File: src/rtl/quote_scheduler.sv
// Quote scheduler: turns bid/ask quote pairs into two-beat gateway orders with cooldown, latest-wins pending and crossed-quote rejection.
// Optional build macro QUOTE_SCHED_DEDUP_EN suppresses resending a pair identical to the last one sent.
module quote_scheduler #(
  parameter int DATA_WIDTH      = 32,
  parameter int COOLDOWN_CYCLES = 16,
  parameter int CNT_WIDTH       = 16
) (
  input  logic                  i_clk,
  input  logic                  i_rst_n,
  input  logic [DATA_WIDTH-1:0] i_buy_price,
  input  logic [DATA_WIDTH-1:0] i_ask_price,
  input  logic                  i_data_valid,
  output logic [DATA_WIDTH-1:0] o_order_price,
  output logic                  o_order_side,
  output logic                  o_order_valid,
  input  logic                  i_order_ready,
  output logic                  o_busy,
  output logic [CNT_WIDTH-1:0]  o_drop_count
);

  localparam int CoolW    = (COOLDOWN_CYCLES > 1) ? $clog2(COOLDOWN_CYCLES) : 1;
  localparam int CoolLoad = (COOLDOWN_CYCLES > 0) ? COOLDOWN_CYCLES - 1 : 0;

  typedef enum logic [1:0] {IDLE, SEND_BID, SEND_ASK, COOLDOWN} state_t;

  state_t                r_state;
  state_t                w_nextState;
  logic [DATA_WIDTH-1:0] r_pendBuy;
  logic [DATA_WIDTH-1:0] r_pendAsk;
  logic                  r_pendValid;
  logic [DATA_WIDTH-1:0] r_workBuy;
  logic [DATA_WIDTH-1:0] r_workAsk;
  logic [CoolW-1:0]      r_coolCnt;
  logic [CNT_WIDTH-1:0]  r_dropCount;
  logic                  w_consume;
  logic                  w_crossed;
  logic                  w_dup;
  logic                  w_accept;
  logic                  w_askFire;
  logic                  w_dropInc;

`ifdef QUOTE_SCHED_DEDUP_EN
  logic [DATA_WIDTH-1:0] r_lastBuy;
  logic [DATA_WIDTH-1:0] r_lastAsk;
  logic                  r_lastValid;

  always_ff @(posedge i_clk or negedge i_rst_n) begin
    if (!i_rst_n) begin
      r_lastBuy   <= '0;
      r_lastAsk   <= '0;
      r_lastValid <= 1'b0;
    end else if (w_askFire) begin
      r_lastBuy   <= r_workBuy;
      r_lastAsk   <= r_workAsk;
      r_lastValid <= 1'b1;
    end
  end

  assign w_dup = r_lastValid && (r_pendBuy == r_lastBuy) && (r_pendAsk == r_lastAsk);
`else
  assign w_dup = 1'b0;
`endif

  // A pending pair is consumed whenever IDLE looks at it, whether it is sent or discarded.
  always_comb begin
    w_consume = (r_state == IDLE) && r_pendValid;
    w_crossed = (r_pendBuy >= r_pendAsk);
    w_accept  = w_consume && !w_crossed && !w_dup;
    w_askFire = (r_state == SEND_ASK) && i_order_ready;
    w_dropInc = (i_data_valid && r_pendValid && !w_consume) || (w_consume && w_crossed);
  end

  always_comb begin
    w_nextState = r_state;
    case (r_state)
      IDLE:     if (w_accept) w_nextState = SEND_BID;
      SEND_BID: if (i_order_ready) w_nextState = SEND_ASK;
      SEND_ASK: if (i_order_ready) w_nextState = (COOLDOWN_CYCLES == 0) ? IDLE : COOLDOWN;
      COOLDOWN: if (r_coolCnt == '0) w_nextState = IDLE;
      default:  w_nextState = IDLE;
    endcase
  end

  always_ff @(posedge i_clk or negedge i_rst_n) begin
    if (!i_rst_n) r_state <= IDLE;
    else          r_state <= w_nextState;
  end

  // A new capture overrides a same-cycle consume, so the flag stays set.
  always_ff @(posedge i_clk or negedge i_rst_n) begin
    if (!i_rst_n) begin
      r_pendBuy   <= '0;
      r_pendAsk   <= '0;
      r_pendValid <= 1'b0;
    end else if (i_data_valid) begin
      r_pendBuy   <= i_buy_price;
      r_pendAsk   <= i_ask_price;
      r_pendValid <= 1'b1;
    end else if (w_consume) begin
      r_pendValid <= 1'b0;
    end
  end

  always_ff @(posedge i_clk or negedge i_rst_n) begin
    if (!i_rst_n) begin
      r_workBuy <= '0;
      r_workAsk <= '0;
    end else if (w_accept) begin
      r_workBuy <= r_pendBuy;
      r_workAsk <= r_pendAsk;
    end
  end

  always_ff @(posedge i_clk or negedge i_rst_n) begin
    if (!i_rst_n)                                    r_coolCnt <= '0;
    else if (w_askFire)                              r_coolCnt <= CoolW'(CoolLoad);
    else if (r_state == COOLDOWN && r_coolCnt != '0) r_coolCnt <= r_coolCnt - 1'b1;
  end

  always_ff @(posedge i_clk or negedge i_rst_n) begin
    if (!i_rst_n)                               r_dropCount <= '0;
    else if (w_dropInc && r_dropCount != '1)    r_dropCount <= r_dropCount + 1'b1;
  end

  // Decoded from state so an async reset drops the beat without waiting for a clock.
  always_comb begin
    o_order_valid = 1'b0;
    o_order_side  = 1'b0;
    o_order_price = '0;
    case (r_state)
      SEND_BID: begin
        o_order_valid = 1'b1;
        o_order_price = r_workBuy;
      end
      SEND_ASK: begin
        o_order_valid = 1'b1;
        o_order_side  = 1'b1;
        o_order_price = r_workAsk;
      end
      default: ;
    endcase
    o_busy       = (r_state != IDLE);
    o_drop_count = r_dropCount;
  end

endmodule

File: config.mk
export PLATFORM = sky130hd
export DESIGN_NAME = quote_scheduler
export DESIGN_NICKNAME = d
export VERILOG_FILES = /design/src/rtl/quote_scheduler.sv
export SDC_FILE = /design/constraint.sdc
export NUM_CORES = 1
export LEC_CHECK = 0
export ABC_AREA = 1
export CAP_MARGIN = 20
export CORE_MARGIN = 5
export CORE_UTILIZATION = 58
export CTS_CLUSTER_SIZE = 16
export DETAILED_ROUTE_END_ITERATION = 16
export PLACE_DENSITY = 0.82
export SLEW_MARGIN = 20
export SYNTH_ARGS = -nofsm -noshare
export SYNTH_HDL_FRONTEND = slang
export SYNTH_SLANG_ARGS = --single-unit
File: constraint.sdc
create_clock -name i_clk -period 4.3 [get_ports i_clk]
set_input_delay 0.43 -clock i_clk [delete_from_list [all_inputs] [get_ports i_clk]]
set_output_delay 0.43 -clock i_clk [all_outputs]
set_load 0.02 [all_outputs]
Word level (Yosys, flattened, before mapping)
Index checks and enable logic that the tools add are counted.

storage, ports and cells
  bits in registers = 151
  input port bits = 68
  output and inout port bits = 51
  word-level logic and storage cells = 50

cells by class
  add/subtract/negate cells = 2
  order comparisons = 1
  equal/unequal tests = 8
  muxes and demuxes = 12
  reduce and logical (&&, ||, !) cells = 19

operators with widths
  kind                                                 count
  case mux 32 bit (2 select lines)                     1
  greater-or-equal comparator 32 bit                   1
  adder 16 x 1 -> 16 bit, second input constant        1
  != test 16 bit, second input constant                1
  logical AND 1 bit                                    8
  two-way mux 2 bit                                    4
  two-way mux 4 bit                                    2
  != test 2 bit, second input constant                 4
  case mux 2 bit (4 select lines)                      1
  nonzero test 2 bit                                   3
  equality test 2 bit, second input constant           2
  logical NOT 4 bit                                    1
  two-way mux 1 bit                                    4
  AND reduction 4 bit                                  1
  nonzero test 4 bit                                   1
  subtractor 4 x 1 -> 4 bit, second input constant     1
  equality test 2 x 1 -> 1 bit, second input constant  1
  logical NOT 1 bit                                    2
  logical NOT 2 bit                                    1
  OR reduction 2 bit                                   1
  logical OR 1 bit                                     1

Logic depth before layout (Yosys ltp)
  depth in word-level cells = 6
  depth in mapped cells = 18
  mapped depth without buffers = 17

Worst setup path before layout
Ideal clock, no wire load.

  kind = flip-flop to output port
  start point = register r_state[0]
  end point = output o_order_price[0]
  arrival = 1720 ps
  required time = 3870 ps
  slack = 2150 ps
  stages on the path, launching flop included = 7
  buffers on the path = 2
  path through = dfrtp_1 inv_1 ha_1 clkbuf_1 clkbuf_1 nand2_1 a21oi_1

on the way
  longest elaborated chain between the ends = 2
  elaborated cells on any way between the ends = 3
  those cells by class = eq/ne (2); mux (1)

RTL lines
  item                                                                 line  source
  from (decl)                                                          26    state_t r_state;
  from (signal assigned)                                               86    else r_state <= w_nextState;
  equality test 2 bit or equality test 2 x 1 -> 1 bit (tied branches)  130   case (r_state)
  case mux 32 bit (2 select lines) *                                   130
  to (decl)                                                            13    output logic [DATA_WIDTH-1:0] o_order_price,

Mark *: on every way between the ends. The rest lies on a longest branch, timed or not.

Worst setup path in the final report
  start point = register r_state[0]
  end point = output o_order_price[2]

Same word-level chain as after synthesis.

==> summary.md <==
| Metric | Value |
|---|---|
| Number of DRC violations after detailed-routing iteration 0 | `459` |
| R2R setup slack | `1.49 ns` |
| Hold_buf cts | `0` |
| Crit Path Category | `register to output pin` |
| Slew Viols, Final | `0` |
| Root Driver | `clkbuf_16` |
| Boundary Pins | `119` |
| Hold Slack | `-0.0139 ns` |
| CP max FO | `23` |
| Vias in the first global route | `5670` |
| Fmax | `0.296 GHz` |
| Sum of negative setup slack | `0 ns` |
| Status | `finished with violations` |
| Post-synthesis area per instance | `8.44 um^2` |
| Slew Limit Headroom | `0.386` |
| DRT antenna net count | `0` |
| Post-synthesis sequential area ratio | `0.518` |
| DR pass1 iterations | `5` |
| Period minus WS final | `3.38 ns` |
| Switching power | `approximately 2.0 mW` |
| Top delay family on crit path | `buffers and inverters` |
| Share of the synthesized area in the top cell type | `0.518` |
| Clock network power share | `0.267` |
| Startpoint Class | `register` |
| RR Startpoint | `r_pendBuy[5]$_DFFE_PN0P_` |
| Arr. time, crit path | `approximately 3.0 ns` |
| Die width | `between 100 and 150 um` |
| Largest net degree at the start of global routing | `96` |
| Total wire length | `16.2 mm` |
| Via/cell ratio | `5.09` |
| Slowest CP cell | `ha_1` |
| Worst R2R End | `r_workAsk[30]$_DFFE_PN0P_` |
| Fin area | `between 0.009 and 0.01 mm^2` |
| Residual DRC | `0` |
| Post-synth top flop | `dfrtp_1` |
| Area Overhead vs Synth | `24.9%` |
| YS warnings | `0` |
| Synth area leaders | `dfrtp_1 (52%), nand2_1 (14%), o21ai_0 (9.3%)` |
| Hpwl dp | `11.0 mm` |
| Initial antenna violation count | `0` |
| Syn nets | `971` |
| H-Tree Level Count | `4` |
| Area post-placement | `0.00853 mm^2` |
| Cell Area, Synth | `0.00730 mm^2` |
| Gate Count Post-Synth | `864` |
| Netlist cell types | `29` |
| RSZ-0062 raised after global routing | `no` |
| Buffers from clock root to sink, at most | `2` |
| Rows | `41` |
| Fin crit share | `0.787` |
| CP cell instances | `inv_1 > ha_1 > buf_4 > nand2_1 > a21oi_1 > clkdlybuf4s50_1` |
| Crit path buf inv count | `3` |
| Full die area | `~0.015 mm^2` |
| Vias post-DR | `5853` |
| Initial core utilization | `0.585` |
| Global-route wire length before repair | `26.8 mm` |
| Req. time, crit path | `3.87 ns` |
| Ys async rst share | `1.00` |
| Register clock-pin slew on the reported worst setup and hold paths | `0.06 ns` |
| Max Cap Violations | `0` |
| Max IR drop VDD | `350 uV` |
| DIE HEIGHT | `122 um` |
| Switch share | `0.367` |
| Clock Latency Late Sink | `about 0.42 ns` |
| Least-Margin Pin Slew | `a little over 0.9 ns` |
| Fin Clk Skew | `0.00969 ns` |
| Crit path to | `o_order_price[2]` |
| Num CTS Buffers | `17` |
| Core Footprint | `~0.012 mm^2` |
| IO Port Bufs | `118` |
| Crit path largest cell delay | `0.78 ns` |
| Sequential share of power | `0.375` |
| Setup Buffers After CTS | `0` |
| Crit path from | `r_state[0]$_DFFE_PN0P_` |
| #FFs+latches synth | `151` |
| Critical Path Stages | `6` |
| CTS tree | `built` |
| Wire per inst | `14.0 um` |
| HP Class | `input pin to asynchronous set/reset pin` |
| FILL cells | `around 950` |
| PwrDens | `599 mW/mm^2` |
| Hold Fails Final Rpt | `5` |
| Share of layout cells above drive strength 1 | `0.0562` |
| CTS-repair resized insts | `0` |
| Crit end category | `output pin` |
| Setup Viol. Count Final | `0` |
| CTS Sinks | `151` |
| Commonest cells post-synth | `nand2_1 (274), dfrtp_1 (151), o21ai_0 (136), inv_1 (87), a21oi_1 (52)` |
| Grt total ovfl | `0` |
| Violated checks | `hold timing` |
| Post-synth EDFFs | `0` |
| Final Wtd Congestion | `0.815` |
| Logic pwr share | `0.358` |
| Reg2reg path depth | `14` |
| Layout Nets | `1072` |
| Internal power | `3.45 mW` |
| Leakage | `4.31 nW` |
| Diodes inserted | `0` |
| Total Routing Usage GR | `0.229` |
| Leading area contributor after synthesis | `dfrtp_1` |
| Most common cell in the netlist | `nand2_1` |
cell usage in the layout, fill, tap and decap left out, types with 4 or more instances in the layout:
master,n
nand3_1,20
dfrtp_1,151
nand2_1,274
clkdlybuf4s50_1,116
xor2_1,6
nand4_1,7
inv_1,87
o21ai_2,5
a21oi_1,52
o21ai_0,136
buf_4,8
clkbuf_16,17
xnor2_1,8
ha_1,39
clkbuf_8,4
clkinv_2,6
nor2_1,18
cell families (layout without fill, tap and decap cells):
kind of cell	count (synthesis)	count (layout)	share of synthesized area
adder cells (fa/ha/maj)	39	39	0.0669
AND/OR/NAND/NOR	334	334	0.186
AO/OA/AOI/OAI	194	194	0.136
buffers and inverters	132	246	0.0761
XOR/XNOR	14	14	0.0168
flip-flops	151	151	0.518
state kept, by name, summed over array words and instances, names as in the netlist:
signal	count
r_pendAsk	32
r_pendBuy	32
r_workAsk	32
r_workBuy	32
o_drop_count	16
r_coolCnt	4
r_state	2
r_pendValid	1
area by class of cell:
class	count	area (um^2)	share of cell area
sequential	151	3780	0.415
multi-input combinational	581	2970	0.326
timing repair buffer	125	1230	0.135
clock buffer	23	488	0.0535
inverter	89	334	0.0367
tap	172	215	0.0236
clock inverter	9	97.6	0.0107
how the worst min path moves through the flow:
stage                                       end  startpoint  cells past startpoint  slack, ns
floorplan           o_drop_count[0]$_DFFE_PN0P_     i_rst_n                      0       0.13
global placement    o_drop_count[6]$_DFFE_PN0P_     i_rst_n                      1       0.45
detailed placement  o_drop_count[6]$_DFFE_PN0P_     i_rst_n                      1       0.45
CTS                 o_drop_count[6]$_DFFE_PN0P_     i_rst_n                      1      0.002
global route        o_drop_count[6]$_DFFE_PN0P_     i_rst_n                      1       0.04
finish              o_drop_count[6]$_DFFE_PN0P_     i_rst_n                      1      -0.01
metal layers:
metal | wire [um] | up-vias | GRT usage
met5 | 0 | - | 0
met4 | 213 | 0 | 0.0756
met3 | 887 | 15 | 0.0446
met2 | 7740 | 152 | 0.369
met1 | 7310 | 2715 | 0.313
li1 | - | 2971 | -
through the flow:
| stage | power, mW | std cells | util | hold slack (ns) | setup slack [ns] |
|---|---|---|---|---|---|
| 2_1_floorplan | 3.32 | 864 | - | 0.134 | 2.15 |
| 3_3_place_gp | 3.96 | 1118 | 0.684 | 0.454 | 1.49 |
| 3_5_place_dp | 4.02 | 1118 | 0.684 | 0.452 | 1.35 |
| 4_1_cts | 5.50 | 1150 | 0.731 | 0.00175 | 0.899 |
| 5_1_grt | 5.84 | 1150 | 0.731 | 0.0392 | 0.765 |
| 6_report | 5.46 | 1150 | 0.731 | -0.0139 | 0.917 |
power by group through the flow:
stage / Clock, mW / Combinational, mW / Sequential, mW
after floorplan: 0 / 1.29 / 2.03
after CTS: 1.48 / 1.97 / 2.04
after global routing: 1.54 / 2.21 / 2.09
final: 1.46 / 1.96 / 2.05
after global placement: 0 / 1.91 / 2.05
after detailed placement: 0 / 1.96 / 2.06
Note: power is estimated with default switching activity, not from simulation.
